[config.mk]
export PLATFORM = sky130hd
export DESIGN_NAME = xadc_drp_scheduler
export DESIGN_NICKNAME = d
export VERILOG_FILES = /design/src/rtl/xadc_drp_scheduler.sv
export SDC_FILE = /design/constraint.sdc
export NUM_CORES = 1
export LEC_CHECK = 0
export BUFFER_PORTS_ARGS = -buffer_cell sky130_fd_sc_hd__buf_2
export CORE_ASPECT_RATIO = 1.5
export CORE_MARGIN = 8
export CORE_UTILIZATION = 30
export DETAILED_ROUTE_END_ITERATION = 16
export PLACE_DENSITY = 0.54
export SLEW_MARGIN = 0
export SYNTH_ARGS = -nofsm -noshare
export SYNTH_HDL_FRONTEND = slang
export SYNTH_SLANG_ARGS = --single-unit
[constraint.sdc]
create_clock -name i_clk -period 2.08 [get_ports i_clk]
set_input_delay 0.208 -clock i_clk [delete_from_list [all_inputs] [get_ports i_clk]]
set_output_delay 0.208 -clock i_clk [all_outputs]
set_load 0.05 [all_outputs]
[src/rtl/xadc_drp_scheduler.sv]
// xadc_drp_scheduler
// Round-robin DRP reader for the XADC aux channels. Each end-of-conversion
// starts one DRP read of the next channel in CH_ADDRS. Each channel keeps its
// latest 16-bit result. An optional deadband stops small code changes from
// rewriting a channel register. A read that gets no drdy within TIMEOUT cycles
// is abandoned and counted in a saturating error counter.
module xadc_drp_scheduler #(
  parameter int          NUM_CH   = 4,
  parameter logic [63:0] CH_ADDRS = 64'h0000_001F_1716_1514,
  parameter int          HYST     = 0,
  parameter int          TIMEOUT  = 63
) (
  input  logic                  i_clk,
  input  logic                  i_rst,
  input  logic                  i_eoc,
  output logic [6:0]            o_daddr,
  output logic                  o_den,
  input  logic [15:0]           i_drp_do,
  input  logic                  i_drp_drdy,
  output logic [16*NUM_CH-1:0]  o_ch_data,
  output logic                  o_upd_vld,
  output logic [2:0]            o_upd_ch,
  output logic [7:0]            o_err_cnt
);

  localparam int             IW       = (NUM_CH > 1) ? $clog2(NUM_CH) : 1;
  localparam logic [IW-1:0]  LAST_IDX = IW'(NUM_CH - 1);
  localparam logic [15:0]    TMO_LAST = 16'(TIMEOUT - 1);
  localparam logic [12:0]    HYST_C   = 13'(HYST);

  typedef enum logic [1:0] {
    IDLE,
    REQ,
    WAIT,
    STORE
  } state_t;

  state_t            state;
  state_t            state_nxt;

  logic [IW-1:0]     idx;
  logic [IW-1:0]     idx_next;
  logic              pending;
  logic [15:0]       timer;
  logic [15:0]       cap;
  logic [15:0]       ch_q [NUM_CH];
  logic [NUM_CH-1:0] written;

  logic              drdy_hit;
  logic              timeout_hit;
  logic [11:0]       new_code;
  logic [11:0]       old_code;
  logic [11:0]       diff;
  logic              do_update;

  // Read-completion events, next channel index and the deadband decision
  always_comb begin
    drdy_hit    = (state == WAIT) && i_drp_drdy;
    timeout_hit = (state == WAIT) && !i_drp_drdy && (timer == TMO_LAST);
    idx_next    = (idx == LAST_IDX) ? '0 : idx + IW'(1);
    new_code    = cap[15:4];
    old_code    = ch_q[idx][15:4];
    diff        = (new_code >= old_code) ? (new_code - old_code) : (old_code - new_code);
    do_update   = !written[idx] || (HYST == 0) || ({1'b0, diff} >= HYST_C);
  end

  // Next-state logic; den is asserted only while in REQ
  always_comb begin
    state_nxt = state;
    o_den     = 1'b0;
    case (state)
      IDLE: begin
        if (i_eoc || pending) begin
          state_nxt = REQ;
        end
      end
      REQ: begin
        o_den     = 1'b1;
        state_nxt = WAIT;
      end
      WAIT: begin
        if (i_drp_drdy) begin
          state_nxt = STORE;
        end else if (timer == TMO_LAST) begin
          state_nxt = IDLE;
        end
      end
      STORE: begin
        state_nxt = IDLE;
      end
      default: begin
        state_nxt = IDLE;
      end
    endcase
  end

  // State register
  always_ff @(posedge i_clk) begin
    if (i_rst) begin
      state <= IDLE;
    end else begin
      state <= state_nxt;
    end
  end

  // Transaction control: one-deep eoc memory, address latch, wait timer, data capture
  always_ff @(posedge i_clk) begin
    if (i_rst) begin
      pending <= 1'b0;
      o_daddr <= '0;
      timer   <= '0;
      cap     <= '0;
    end else begin
      if (state == IDLE) begin
        pending <= 1'b0;
      end else if (i_eoc) begin
        pending <= 1'b1;
      end
      if ((state == IDLE) && (state_nxt == REQ)) begin
        o_daddr <= CH_ADDRS[8*int'(idx) +: 7];
      end
      if (state == REQ) begin
        timer <= '0;
      end else if (state == WAIT) begin
        timer <= timer + 16'd1;
      end
      if (drdy_hit) begin
        cap <= i_drp_do;
      end
    end
  end

  // Channel index advance and saturating timeout counter
  always_ff @(posedge i_clk) begin
    if (i_rst) begin
      idx       <= '0;
      o_err_cnt <= '0;
    end else begin
      if (timeout_hit) begin
        if (o_err_cnt != 8'hFF) begin
          o_err_cnt <= o_err_cnt + 8'd1;
        end
        idx <= idx_next;
      end else if (state == STORE) begin
        idx <= idx_next;
      end
    end
  end

  // Channel result registers, first-write flags and the update strobe
  always_ff @(posedge i_clk) begin
    if (i_rst) begin
      for (int k = 0; k < NUM_CH; k++) begin
        ch_q[k] <= '0;
      end
      written   <= '0;
      o_upd_vld <= 1'b0;
      o_upd_ch  <= '0;
    end else begin
      o_upd_vld <= 1'b0;
      if ((state == STORE) && do_update) begin
        ch_q[idx]    <= cap;
        written[idx] <= 1'b1;
        o_upd_vld    <= 1'b1;
        o_upd_ch     <= 3'(idx);
      end
    end
  end

  for (genvar k = 0; k < NUM_CH; k++) begin : g_pack
    assign o_ch_data[16*k +: 16] = ch_q[k];
  end

endmodule

==> metrics.md <==
| Metric | Value |
|---|---|
| Status | `completed` |
| Site Rows | `56` |
| Max VDD drop | `between 0.4 and 0.5 mV` |
| Synthesized area | `0.00469 mm²` |
| Sequential fraction of design power | `a little over two fifths` |
| Hold Vio Cnt, Final | `0` |
| Initial antenna violation count | `0` |
| R2r setup slk | `~270 ps` |
| Number of flops mapped to enable cells by yosys | `between 60 and 70` |
| GR peak layer | `met2` |
| Max stage delay on crit path | `roughly 510 ps` |
| Routability cong. | `roughly 0.75` |
| Reg2reg end | `ch_q[2][6]` |
| Final worst setup slack | `roughly 270 ps` |
| Filler Cells Inserted | `~1,500` |
| Max clock buf depth | `2` |
| Layout Cells excl Fill | `723` |
| # IOs | `roughly 100` |
| CP Capture Type | `register` |
| Worst Path Buf+Inv | `0` |
| TritonCTS clock tree | `yes` |
| Layout Utilization | `around two fifths` |
| Die Ht | `approximately 170 µm` |
| Max Cap Viol | `0` |
| DRT Wirelength | `around 11 mm` |
| Internal power | `roughly 0.0045 W` |
| First-pass iteration count of the detailed router | `4` |
| Commonest cells post-synth | `and2_1 (67), edfxtp_1 (64), dfxtp_1 (51), nand2_1 (44), a21oi_1 (32)` |
| Drt wl/cell | `approximately 16 µm` |
| DPL Wire Length | `between 8 and 9 mm` |
| Gr usage total | `about 12%` |
| Final Net Count | `531` |
| Worst hold-check path type | `in -> reg` |
| Core area | `~0.015 mm²` |
| Critical Setup Path Class | `reg -> reg` |
| Clock share of power | `approximately half` |
| Met1 Use GR | `about 12%` |
| P_leak | `about 2.4 nW` |
| Hold endpoint | `cap[3]` |
| Number of global-route vias before repair | `~3,400` |
| H-tree depth | `4` |
| Crit Path Max Fanout | `16` |
| Actual slew at the worst max-slew pin | `roughly 630 ps` |
| Crit path required time | `about 2100 ps` |
| Yosys top cell by area | `edfxtp_1` |
| DRT iter0 DRCs | `about 150` |
| Area delta synth->final | `28.4%` |
| Cells after Synth | `400` |
| Sw Ratio | `25.1%` |
| Worst Hold Launch | `i_drp_do[3]` |
| Horiz. Die Dim | `~120 µm` |
| Unique masters post-synth | `between 40 and 50` |
| YS warnings | `0` |
| PortBufs | `99` |
| Clk sinks | `roughly 120` |
| Initial core utilization | `30.3%` |
| Clock latency on the worst-skew pair | `410 ps` |
| Share of cells above drive strength 1 | `a little over 30%` |
| Yosys top cell area share | `approximately two fifths` |
| DR vias | `around 3,200` |
| Reg2Reg Depth | `3` |
| Pwr Density | `between 900 and 1000 mW/mm²` |
| DRC Markers | `0` |
| Clk slew on worst S/H paths | `60 ps` |
| Fmax | `about 550 MHz` |
| Minimum hold slack | `just under 50 ps` |
| Drt via density | `4.46` |
| Clock Skews | `roughly 6.9 ps` |
| Max Slew Vio Count | `0` |
| Worst path top cell family by delay | `simple AND/OR/NAND/NOR gates` |
| Grt ovf | `0` |
| Slew HR | `a little under three fifths` |
| Post-synthesis async set-or-reset flop share | `0%` |
| Seq cells post-synth | `115` |
| WP data arrival | `~1900 ps` |
| Most common cell in the netlist | `and2_1` |
| Final setup violation count | `0` |
| Post-CTS Resized | `0` |
| Placed Instances | `about 690` |
| Area of the die | `0.0200 mm²` |
| Tcrit/Tclk final | `87.1%` |
| Global Route met2 Usage | `between 20% and 30%` |
| RSZ-0062 raised after global routing | `no` |
| Mean post-synth cell area | `approximately 12 µm²` |
| Comb power frac | `between 7 and 8%` |
| Met3 Use GR | `under 10%` |
| Critical Path Start Type | `register` |
| First-pass GRT wire length | `~18 mm` |
| Post-CTS setup buffers | `0` |
| Diode count | `0` |
| Crit-path slowest cell | `dfxtp_1` |
| Place WS | `~260 ps` |
| Register area share after synthesis | `a little over three fifths` |
| Clock period minus worst slack | `approximately 1800 ps` |
| Antenna Nets Post-Route | `0` |
| CTS buffer count | `17` |
| Net Switching | `0.00150 W` |
| Worst path cell trace | `nand2_1 > nor4b_2 > or2_2` |
| Largest cells by area after synthesis | `edfxtp_1 (41%), dfxtp_1 (22%), and2_1 (8.9%)` |
| Most used DFF post-synth | `edfxtp_1` |
| Total negative slack | `0 ps` |
| Hold buffers post-CTS | `0` |
| Reg-to-reg critical path startpoint | `state[1]` |
| Largest net degree at the start of global routing | `27` |
| Clock root buffer | `clkbuf_16` |
| Hold Path Cell Cnt | `3` |
[final cells by class]
class                   count  area, µm²  area share [%]
clock buffers              17        425            7.07
clock inverters            15        194            3.22
inverters                   6       22.5           0.374
multi-input cells         258       1610            26.7
flip-flops and latches    115       2940            48.9
well taps                 203        254            4.22
repair buffers            109        571            9.48
[cells by family after synthesis]
| group | Yosys count | share of synthesized area, % |
|---|---|---|
| fa+ha+maj | 4 | 1.07 |
| flops | 115 | 62.8 |
| buf+inv | 30 | 3.20 |
| compound gates | 52 | 6.35 |
| mux | 6 | 1.36 |
| xor+xnor | 8 | 1.49 |
| simple gates | 184 | 23.7 |
| other cells | 1 | 0.0800 |
[state kept, by name, summed over array words and instances, names as in the netlist]
| register | cells |
|---|---|
| state | 2 |
| o_upd_ch | 2 |
| o_daddr | 3 |
| o_err_cnt | 8 |
| pending | 1 |
| idx | 2 |
| cap | 16 |
| ch_q | 64 |
| o_upd_vld | 1 |
| timer | 16 |
[power groups by stage]
stage | clock [W] | sequential, W | combinational (W)
finish | 0.00303 | 0.00251 | 0.000436
global route | 0.00319 | 0.00252 | 0.000465
CTS | 0.00309 | 0.00251 | 0.000444
detailed placement | 0 | 0.00256 | 0.000444
global placement | 0 | 0.00255 | 0.000439
floorplan | 0 | 0.00271 | 0.000171
[per-layer routing]
layer,share of wire (%),up-vias
met5,0,-
met4,2.2,0
met3,4.7,15
met2,52,79
met1,41,1514
li1,-,1614
[worst max path at each step]
stage,from,endpoint,slack (ps),depth (start not counted)
2_1_floorplan,o_err_cnt[0],o_err_cnt[5],230,5
3_3_place_gp,timer[0],o_err_cnt[4],330,6
3_5_place_dp,timer[0],o_err_cnt[4],260,6
4_1_cts,state[1],ch_q[1][4],260,3
5_1_grt,state[1],ch_q[1][1],80,3
6_report,state[1],ch_q[2][6],270,3
[worst reg2reg max path, cell delays in order (launching register included)]
cell	delay [ps]
dfxtp_1	510
nand2_1	240
nor4b_2	290
or2_2	420
[stage by stage]
step	instance area, µm²	total power (W)
6_report	6020	0.00597
3_5_place_dp	5400	0.00300
5_1_grt	6020	0.00618
2_1_floorplan	4700	0.00288
3_3_place_gp	5400	0.00299
4_1_cts	6020	0.00604
[placed cells by master, fill, tap and decap left out, types with 7 or more instances in the layout]
| master | instances |
|---|---|
| o21ai_0 | 7 |
| dfxtp_1 | 51 |
| and2_1 | 67 |
| buf_2 | 99 |
| nand2_1 | 44 |
| inv_6 | 7 |
| clkbuf_16 | 17 |
| nor2_1 | 18 |
| edfxtp_1 | 64 |
| buf_4 | 10 |
| a21oi_1 | 32 |
(Power assumes the default switching activity.)
